--- src/rtl/qed_commit_tracker.sv ---
// qed_commit_tracker: classifies retiring instructions as original/duplicate and tracks QED commit counts and SIF phase
module qed_commit_tracker #(
  parameter int CNT_WIDTH  = 16,
  parameter int NUM_COMMIT = 2,
  parameter int REG_HALF   = 16
) (
  input  logic                    clk_i,
  input  logic                    rst_ni,
  input  logic                    qed_enable_i,
  input  logic [NUM_COMMIT-1:0]   commit_valid_i,
  input  logic [NUM_COMMIT*5-1:0] commit_rd_i,
  input  logic [NUM_COMMIT-1:0]   commit_we_i,
  input  logic [NUM_COMMIT-1:0]   commit_ex_i,
  output logic [CNT_WIDTH-1:0]    qed_num_orig_o,
  output logic [CNT_WIDTH-1:0]    qed_num_dup_o,
  output logic [1:0]              sif_state_o,
  output logic                    sif_commit_o,
  output logic                    qed_ready_o,
  output logic                    qed_overflow_o
);
  typedef enum logic [1:0] {IDLE, ORIG, DUP, ERR} state_t;
  localparam logic [CNT_WIDTH-1:0] MAX = {CNT_WIDTH{1'b1}};
  state_t state_q, s;
  logic [CNT_WIDTH-1:0] o, d;
  logic [4:0] rd;
  logic ov, cm, ex_any, cnt, is_dup;
  always_comb begin
    s = state_q;
    o = qed_num_orig_o;
    d = qed_num_dup_o;
    ov = qed_overflow_o;
    cm = 1'b0;
    ex_any = 1'b0;
    rd = '0;
    cnt = 1'b0;
    is_dup = 1'b0;
    for (int j = 0; j < NUM_COMMIT; j++) begin
      rd = commit_rd_i[5*j +: 5];
      cnt = commit_valid_i[j] & commit_we_i[j] & (rd != 5'd0) & ~commit_ex_i[j];
      is_dup = int'(rd) >= REG_HALF;
      ex_any = ex_any | (commit_valid_i[j] & commit_ex_i[j]);
      if (cnt) begin
        ov = ov | (is_dup ? d == MAX : o == MAX);
        d = (is_dup && d != MAX) ? d + 1'b1 : d;
        o = (!is_dup && o != MAX) ? o + 1'b1 : o;
        s = (s == ERR) ? ERR : is_dup ? ((s == IDLE) ? ERR : DUP) : ((s == DUP) ? ERR : ORIG);
        cm = cm | (s == DUP && d == o);
        s = (s == DUP && d == o) ? IDLE : (s == DUP && d > o) ? ERR : s;
      end
    end
    s = ex_any ? ERR : s;
  end
  always_ff @(posedge clk_i) begin
    if (!rst_ni) begin
      state_q <= IDLE;
      qed_num_orig_o <= '0;
      qed_num_dup_o <= '0;
      qed_overflow_o <= 1'b0;
      sif_commit_o <= 1'b0;
      qed_ready_o <= 1'b0;
    end else if (qed_enable_i) begin
      state_q <= s;
      qed_num_orig_o <= o;
      qed_num_dup_o <= d;
      qed_overflow_o <= ov;
      sif_commit_o <= cm;
      qed_ready_o <= s == IDLE && o == d && o != '0;
    end else begin
      sif_commit_o <= 1'b0;
    end
  end
  assign sif_state_o = state_q;
endmodule

--- config.mk ---
export PLATFORM = sky130hd
export DESIGN_NAME = qed_commit_tracker
export DESIGN_NICKNAME = d
export VERILOG_FILES = /design/src/rtl/qed_commit_tracker.sv
export SDC_FILE = /design/constraint.sdc
export NUM_CORES = 1
export LEC_CHECK = 0
export BUFFER_PORTS_ARGS = -buffer_cell sky130_fd_sc_hd__buf_2
export CAP_MARGIN = 10
export CORE_MARGIN = 2
export CORE_UTILIZATION = 36
export CTS_CLUSTER_DIAMETER = 100
export DETAILED_ROUTE_END_ITERATION = 12
export GPL_TIMING_DRIVEN = 0
export SLEW_MARGIN = 20
export SYNTH_ARGS = -nofsm -noshare
export SYNTH_HDL_FRONTEND = slang
export SYNTH_SLANG_ARGS = --single-unit
--- constraint.sdc ---
create_clock -name clk_i -period 6.6 [get_ports clk_i]
set_input_delay 0.99 -clock clk_i [delete_from_list [all_inputs] [get_ports clk_i]]
set_output_delay 0.99 -clock clk_i [all_outputs]
set_load 0.1 [all_outputs]
**Yosys cells after proc, flatten, opt, wreduce, memory -nomap -nowiden**

Cells that the tools add are included.

- Mux-type cells: 29
- Div/mod/pow operators: 0
- Shift-type cells: 0
- Equal/unequal tests: 17
- $lt $le $gt $ge: 4
- Multipliers: 0
- Add/subtract/negate cells: 4
- Bitwise operators: 14
- Reductions and logical operators: 19

Operators by type and width:

| cell | count |
|---|---|
| 2-to-1 mux 16 bit | 8 |
| adder 16 x 1 -> 16 bit (second input constant) | 4 |
| equality test 16 bit (second input constant) | 4 |
| inequality test 16 bit (second input constant) | 4 |
| equality test 16 bit | 3 |
| > comparator 16 bit | 2 |
| 2-to-1 mux 2 bit | 13 |
| nonzero test 16 bit | 1 |
| equality test 2 bit (second input constant) | 6 |
| >= comparator 5 bit (second input constant) | 2 |
| logical AND 1 bit | 10 |
| nonzero test 5 bit | 2 |
| bitwise AND 1 bit | 8 |
| 2-to-1 mux 1 bit | 8 |
| logical NOT 2 bit | 3 |
| bitwise OR 1 bit | 4 |
| logical NOT 1 bit | 2 |
| inverter 1 bit | 2 |
| AND reduction 2 bit | 1 |

- Bits of input ports: 19
- Output and inout port bits: 37
- RAM bits: 0
- Latch bits: 0
- ROM bits: 0
- Register bits: 37
- Word-level logic and storage cells: 93
- Memories: 0

**Logic depth before layout (Yosys ltp)**

Gate-level depths: netlist (run 1).

- Depth after elaboration: 22
- Gate-level depth with buffers: 27
- Gate-level depth less buffers: 26

**Least setup slack after synthesis (run 1)**

No wires, ideal clock.

- Kind: register to register
- From: reg qed_num_dup_o[9]
- To: reg qed_ready_o
- Data required time: 6526 ps
- Slack: -219 ps
- Stages on the path, launching flop included: 25
- Arrival time: 6745 ps
- Library setup time: 74 ps
- Cells stage by stage: dfxtp_1 -> clkbuf_2 -> nand4_1 -> nor4_1 -> nor2_1 -> xnor2_1 -> inv_1 -> ha_1 -> and3_1 -> and4_1 -> buf_2 -> buf_2 -> nand2b_1 -> nor4_1 -> xnor2_1 -> ha_1 -> nand4_1 -> or4_1 -> or4_1 -> nand3_1 -> nand4_1 -> or4_1 -> nor4_1 -> nand4_1 -> o22ai_2

- Longest elaborated chain between the ends: 21

RTL lines:

| element | RTL line | RTL |
|---|---|---|
| start, declared | 15 | `output logic [CNT_WIDTH-1:0] qed_num_dup_o,` |
| start signal, assigned | 57 | `qed_num_dup_o <= '0;` |
| start signal, assigned | 64 | `qed_num_dup_o <= d;` |
| branches (longest 19 deep; another with adder 16 x 1 -> 16 bit) | -- |  |
| logical AND 1 bit (*) (2 in a row) | 67 | `qed_ready_o <= s == IDLE && o == d && o != '0;` |
| end signal, assigned | 60 | `qed_ready_o <= 1'b0;` |
| end signal, assigned | 67 |  |
| end, declared | 18 | `output logic qed_ready_o,` |

Mark *: on every way between the ends.
A chain may end at the register's enable or synchronous reset.

**Worst setup path in the final report (run 1)**

- From: in commit_rd_i[0]
- To: reg qed_ready_o

- Longest elaborated chain between the ends: 22

RTL lines:

| element | RTL line | RTL |
|---|---|---|
| start, declared | 11 | `input logic [NUM_COMMIT*5-1:0] commit_rd_i,` |
| >= comparator 5 bit | 40 | `is_dup = int'(rd) >= REG_HALF;` |
| logical NOT 1 bit | 45 | `o = (!is_dup && o != MAX) ? o + 1'b1 : o;` |
| logical AND 1 bit | 45 |  |
| 2-to-1 mux 16 bit | 45 |  |
| > comparator 16 bit | 48 | `s = (s == DUP && d == o) ? IDLE : (s == DUP && d > o) ? ERR : s;` |
| logical AND 1 bit | 48 |  |
| 2-to-1 mux 2 bit (2 in a row) | 48 |  |
| 2-to-1 mux 2 bit | 42 | `if (cnt) begin` |
| [4 not listed] | -- |  |
| equality test 2 bit | 48 |  |
| logical AND 1 bit | 48 |  |
| 2-to-1 mux 2 bit (2 in a row) | 48 |  |
| 2-to-1 mux 2 bit | 42 |  |
| 2-to-1 mux 2 bit | 51 | `s = ex_any ? ERR : s;` |
| logical NOT 2 bit | 67 |  |
| logical AND 1 bit | 67 |  |
| logical AND 1 bit (*) | 67 |  |

Mark *: on every way between the ends. The rest lies on a longest branch, timed or not.

==> results of run 1 <==
## state kept, by name (all words and copies together), names as in the netlist
register and cells:
sif_state_o 2, qed_num_orig_o 16, qed_overflow_o 1, sif_commit_o 1, qed_num_dup_o 16, qed_ready_o 1
## worst min-delay path, delay by kind of cell (launching register included)
| kind | cells | cell delay [ps] |
|---|---|---|
| simple gates | 1 | 70 |
| compound gates | 1 | 40 |
| flops | 1 | 330 |
## through the flow
step,setup TNS [ps],total power [mW],cells,utilization
CTS,0,0.605,1131,0.418
detailed placement,-2690,0.351,1116,0.399
global placement,-3010,0.351,1116,0.399
finish,0,0.604,1141,0.427
floorplan,0,0.314,837,-
global route,-9.26,0.624,1141,0.427
## placed cells by master, fill, tap and decap left out, types with 13 or more instances in the layout
| master | instances |
|---|---|
| dfxtp_2 | 15 |
| clkbuf_1 | 21 |
| dfxtp_1 | 22 |
| mux2i_1 | 25 |
| o21ai_0 | 33 |
| xnor2_1 | 70 |
| nand3_1 | 21 |
| nor3_1 | 33 |
| xor2_1 | 45 |
| or4_1 | 13 |
| buf_4 | 33 |
| a21oi_1 | 33 |
| nand4_1 | 28 |
| buf_2 | 60 |
| nand2_1 | 67 |
| nor4_1 | 15 |
| ha_1 | 36 |
| nor2_1 | 93 |
## cell usage after synthesis (all sizes together) (4+ instances only)
cell	number	area, um2
o31ai	5	51.3
or2	7	43.8
or4	18	150
xor2	48	420
a211oi	12	100
buf	24	150
dfxtp	37	741
o21a	6	45.0
nand3b	6	45.0
nand3	22	110
ha	36	450
nor2	95	357
nor4	26	214
a211o	4	35.0
a21o	6	45.0
inv	12	45.0
xnor2	73	647
and3	9	56.3
clkbuf	26	98.8
o21ai	40	208
nor3	33	165
nor2b	6	37.5
and2	9	56.3
o211ai	8	65.1
a31oi	5	61.3
mux2i	26	260
nand2b	11	68.8
nand2	67	251
nand4b	5	43.8
and4	10	87.6
a21oi	35	183
nand4	33	264
or3	6	37.5
nor4b	4	35.0
mux2	7	78.8
nor3b	4	35.0
## layout make-up
type	count	area (um2)
timing repair buffer	73	415
multi-input combinational	737	5410
sequential	37	759
fill	1807	9800
clock buffer	5	125
tap	225	282
clock inverter	3	17.5
inverter	13	48.8
buffer	48	253
## routing by layer
| metal | vias to the layer above | part of all wire | GRT usage |
|---|---|---|---|
| li1 | 3274 | - | - |
| met1 | 3248 | 0.44 | 0.370 |
| met2 | 327 | 0.43 | 0.387 |
| met3 | 75 | 0.075 | 0.0265 |
| met4 | 0 | 0.060 | 0.142 |
| met5 | - | 0 | 0 |
## repair_timing
action | in CTS | in global routing
hold buffers | 0 | 0
pin swaps | 5 | 11
buffers inserted | 8 | 11
gates resized for setup | 22 | 20
endpoints found under the setup margin | 3 | 1
## power by group
group | total, mW | switching (mW) | internal, mW
combinational | 0.127 | 0.0857 | 0.0409
clock | 0.249 | 0.110 | 0.139
sequential | 0.229 | 0.00324 | 0.225
## worst max path at each step
stage | start | endpoint | slack [ps] | depth (start not counted)
floorplan | qed_num_dup_o[14]$_SDFFE_PN0P_ | qed_ready_o$_SDFFE_PN0P_ | 140 | 24
global placement | commit_ex_i[0] | qed_ready_o$_SDFFE_PN0P_ | -1770 | 24
detailed placement | commit_ex_i[0] | qed_ready_o$_SDFFE_PN0P_ | -1680 | 24
CTS | qed_num_dup_o[9]$_SDFFE_PN0P_ | qed_ready_o$_SDFFE_PN0P_ | 10 | 23
global route | commit_rd_i[4] | qed_ready_o$_SDFFE_PN0P_ | -9 | 24
finish | commit_rd_i[0] | qed_ready_o$_SDFFE_PN0P_ | 170 | 22
## kinds of logic (layout without fill, tap and decap cells)
family / after synthesis / count (layout) / share of synthesized area
AND/OR/NAND/NOR: 378 / 378 / 0.339
AO/OA/AOI/OAI: 169 / 169 / 0.198
XOR/XNOR: 121 / 121 / 0.171
buffers and inverters: 63 / 142 / 0.0476
flip-flops: 37 / 37 / 0.118
adder cells (fa/ha/maj): 36 / 36 / 0.0720
multiplexers: 33 / 33 / 0.0542
==> flow_summary.json, run 1 <==
{
  "outcome": "finished, final reports clean",
  "layout_min_cycle_time_ps": 6430,
  "post-place-ws_ps": -1680,
  "end_kind": "flop",
  "drv_cap": 0,
  "vias_per_cell": 6.07,
  "cp_common_cell": "nand4_1",
  "num_rows": 48,
  "area_delta_synth_final_pct": 16.9,
  "path_clk_slew_ps": 60,
  "die-width_um": 136,
  "finalCritPeriodShare": 0.975,
  "dr_total_vias": 6924,
  "grt_pass1_vias": 6173,
  "whs_path_depth": 2,
  "numCtsBuffers": 5,
  "drc": 0,
  "synth_edf_count": 0,
  "grt_pass1_wl_um": 36300,
  "hp-start": "qed_overflow_o$_SDFFE_PN0P_",
  "max-slew-margin-rel": 0.172,
  "irDropWorstVdd_mv": 0.0795,
  "dp_hpwl_um": 19500,
  "path_delay_family": "simple AND/OR/NAND/NOR gates",
  "avgRoutedWirePerCell_um": 21.6,
  "cts_tree": "built",
  "cts_buffer_depth": 2,
  "synth-seq-cells": 37,
  "syn_inst": 837,
  "wl_um": 24600,
  "critPathMaxFanout": 10,
  "grt-ovfl-total": 0,
  "cp-start-kind": "input port",
  "grt_antenna_before_repair": 0,
  "finalSetupViolCount": 0,
  "slew_viol_final": 0,
  "drtPass1Iterations": 6,
  "slowest_stage": "or4_4",
  "fp.dieArea_um2": 18400,
  "layout-drive-gt1-share": 0.212,
  "dpl-instance-area_um2": 6840,
  "whs_ps": 481,
  "skew_ps": 6.88,
  "synth_cell_types": 90,
  "critPathArrivalTime_ps": 6650,
  "cts.sinks": 37,
  "ys_seq_area_frac": 0.118,
  "rrSetupSlack_ps": 290,
  "gp_congestion": 0.972,
  "reg2reg_depth": 22,
  "ant_nets": 0,
  "grt_max_degree": 16,
  "n_antenna_cell": 0,
  "die_h_um": 136,
  "core_area_um2": 17100,
  "async_reset_ff_frac": 0,
  "syn_nets": 892,
  "slowest_delay_ps": 560,
  "track_usage": 0.261,
  "hold_viol_final": 0,
  "io_pins": 56,
  "stdcell_area_um2": 7310,
  "cellLeakagePower_nw": 2.83,
  "io_buffer_count": 54,
  "r2r_end": "qed_ready_o$_SDFFE_PN0P_",
  "h-tree-depth": 2,
  "min_to": "qed_overflow_o$_SDFFE_PN0P_",
  "synthesis.area_um2": 6260,
  "clk_latency_ps": 300,
  "fin_ws_ps": 166,
  "critical_path_class": "input port to flop",
  "hold_path_class": "flop to flop",
  "synth_ff_type": "dfxtp_1",
  "drtIter0Drc": 807,
  "nets": 970,
  "syn_area_per_cell_um2": 7.47,
  "crit_chain": "buf_2 -> or4_4 -> o21ai_2 -> buf_4 -> clkbuf_4 -> o41ai_1 -> o21ba_2 -> and4_1 -> buf_6 -> nand2b_4 -> nor4_1 -> xnor2_1 -> ha_1 -> nand4_1 -> or4_4 -> or4_1 -> nand3_1 -> nand4_1 -> or4_1 -> nor4_2 -> nand4_1 -> o22ai_2",
  "crit_buf_inv": 4,
  "fmax_ghz": 0.155,
  "tightest_slew_ps": 1230,
  "reg2reg_from": "qed_num_dup_o[14]$_SDFFE_PN0P_",
  "critical_path_required_ps": 6820,
  "start_util": 0.365,
  "powerDensity_nw_per_um2": 82.6,
  "clock-root-buffer": "clkbuf_16",
  "yosys_warnings": 0
}
No activity file was read; power rests on OpenSTA's default activity.
==> run 2, diff against run 1 <==
- PLACE_DENSITY: unset -> 0.57
- clock period: 6.6 -> 8 ns (I/O delays scaled with it)
==> run 2 against run 1 <==
Global-route usage down 0.42 points; critical path depth unchanged; routed wire length down 1.4%; sequential power down 17%; final cell count down 1.6%; sequential cell count unchanged; critical endpoint unchanged; highest routed layer unchanged.
==> flow_summary.json, run 2 (synthesized netlist as in run 1, its figures left out) <==
{
  "outcome": "finished, final reports clean",
  "clk_latency_ps": 290,
  "gp_congestion": 0.988,
  "path_clk_slew_ps": 60,
  "cts.sinks": 37,
  "clock-root-buffer": "clkbuf_16",
  "slew_viol_final": 0,
  "n_antenna_cell": 0,
  "end_kind": "flop",
  "cts_hold_buf": 0,
  "critPathArrivalTime_ps": 7880,
  "grt_pass1_wl_um": 35800,
  "fin_ws_ps": 332,
  "drtIter0Drc": 790,
  "r2r_end": "qed_ready_o$_SDFFE_PN0P_",
  "layout-drive-gt1-share": 0.149,
  "ant_nets": 0,
  "irDropWorstVdd_mv": 0.0601,
  "skew_ps": 4.89,
  "fp.dieArea_um2": 18400,
  "grt_max_degree": 13,
  "cp-start-kind": "input port",
  "die_h_um": 136,
  "grt_antenna_before_repair": 0,
  "max-slew-margin-rel": 0.274,
  "cts_tree": "built",
  "area_delta_synth_final_pct": 11.4,
  "start_util": 0.365,
  "num_rows": 48,
  "place_inst": 1116,
  "final_common_cell": "nor2_1",
  "whs_path_depth": 2,
  "hold_viol_final": 0,
  "grt-ovfl-total": 0,
  "die-width_um": 136,
  "post-place-ws_ps": -419,
  "drv_cap": 0,
  "post-cts-setup-buffers": 0,
  "vias_per_cell": 6.12,
  "drtPass1Iterations": 5,
  "post_cts_resized": 1,
  "reg2reg_from": "qed_num_dup_o[9]$_SDFFE_PN0P_",
  "whs_ps": 477,
  "dpl-instance-area_um2": 6820,
  "powerDensity_nw_per_um2": 70.5,
  "dr_total_vias": 6872,
  "h-tree-depth": 2,
  "layout_common_cells": "nor2_1 (95), xnor2_1 (72), nand2_1 (67), buf_2 (63), xor2_1 (48)",
  "reg2reg_depth": 24,
  "drc": 0,
  "track_usage": 0.257,
  "finalCritPeriodShare": 0.958,
  "io_pins": 56,
  "fill_cells": 1803,
  "layout_min_cycle_time_ps": 7670,
  "critical_path_required_ps": 8220,
  "io_buffer_count": 54,
  "final_cells": 1123,
  "rsz0062_at_grt": "no",
  "cellLeakagePower_nw": 2.65,
  "nets": 952,
  "finalSetupViolCount": 0,
  "avgRoutedWirePerCell_um": 21.6,
  "numCtsBuffers": 5,
  "tightest_slew_ps": 1080,
  "dp_hpwl_um": 19600,
  "wl_um": 24200,
  "p_total_uw": 491,
  "min_to": "qed_overflow_o$_SDFFE_PN0P_",
  "cts_buffer_depth": 2,
  "grt_pass1_vias": 5982,
  "rrSetupSlack_ps": 700,
  "stdcell_area_um2": 6970,
  "fmax_ghz": 0.130,
  "critical_path_class": "input port to flop",
  "hold_path_class": "flop to flop",
  "hp-start": "qed_overflow_o$_SDFFE_PN0P_",
  "core_area_um2": 17100,
  "critPathMaxFanout": 18
}
==> run 2: cell count changes in the layout (fill, tap and decap cells not counted), moves of 3 or more <==
cell,previous run,this run
xor2_1,45,48
buf_2,60,63
dfxtp_1,22,37
dfxtp_2,15,0
xor2_2,3,0
nor4_4,7,3
buf_4,33,13
clkbuf_1,21,24
nor4_1,15,20
==> run 2: per-layer routing <==
| layer | wire [um] | global-route usage | share of wire | up-vias |
|---|---|---|---|---|
| met4 | 959 | 0.0932 | 0.040 | 0 |
| met5 | 0 | 0 | 0 | - |
| met2 | 10600 | 0.404 | 0.44 | 345 |
| met1 | 10600 | 0.363 | 0.44 | 3235 |
| met3 | 2090 | 0.0254 | 0.086 | 53 |
| li1 | - | - | - | 3239 |
==> run 2: metrics by stage <==
step / utilization / setup TNS [ps]
after floorplan: - / 0
after global placement: 0.398 / -566
after detailed placement: 0.398 / -419
after CTS: 0.407 / 0
after global routing: 0.407 / 0
final: 0.407 / 0
==> run 2: worst max path at each step <==
stage	start	endpoint	slack [ps]	cells after the start
after floorplan	qed_num_dup_o[9]$_SDFFE_PN0P_	qed_ready_o$_SDFFE_PN0P_	1180	24
after global placement	commit_ex_i[0]	qed_ready_o$_SDFFE_PN0P_	-570	24
after detailed placement	commit_ex_i[0]	qed_ready_o$_SDFFE_PN0P_	-420	24
after CTS	commit_ex_i[0]	qed_ready_o$_SDFFE_PN0P_	90	23
after global routing	commit_ex_i[0]	qed_ready_o$_SDFFE_PN0P_	100	22
final	commit_ex_i[0]	qed_ready_o$_SDFFE_PN0P_	330	22
==> run 2: worst max-delay path: stages <==
cell and delay (ps):
buf_2 110, nand3b_1 540, a21oi_4 710, nand2_1 190, xor2_1 410, inv_1 150, ha_1 260, o21ai_0 220
nor4_2 180, nor4_1 530, nand2_1 130, xnor2_1 210, ha_1 360, nand4_1 160, or4_1 600, or4_1 420
nand3_1 140, nand4_1 170, or4_1 500, nor4_1 290, nand4_1 240, o22ai_2 140
==> run 2: area by class of cell <==
| cell class | count | area [um2] | share of cell area |
|---|---|---|---|
| clock inverter | 3 | 17.5 | 0.00251 |
| multi-input combinational | 737 | 5240 | 0.752 |
| tap | 225 | 282 | 0.0404 |
| sequential | 37 | 741 | 0.106 |
| clock buffer | 5 | 125 | 0.0179 |
| inverter | 13 | 48.8 | 0.00700 |
| timing repair buffer | 54 | 270 | 0.0388 |
| buffer | 49 | 245 | 0.0352 |
==> run 2: where the power goes <==
| part | total, mW | switching [mW] | internal (mW) |
|---|---|---|---|
| clock network | 0.203 | 0.0888 | 0.115 |
| registers | 0.189 | 0.00266 | 0.186 |
| logic | 0.0994 | 0.0683 | 0.0310 |
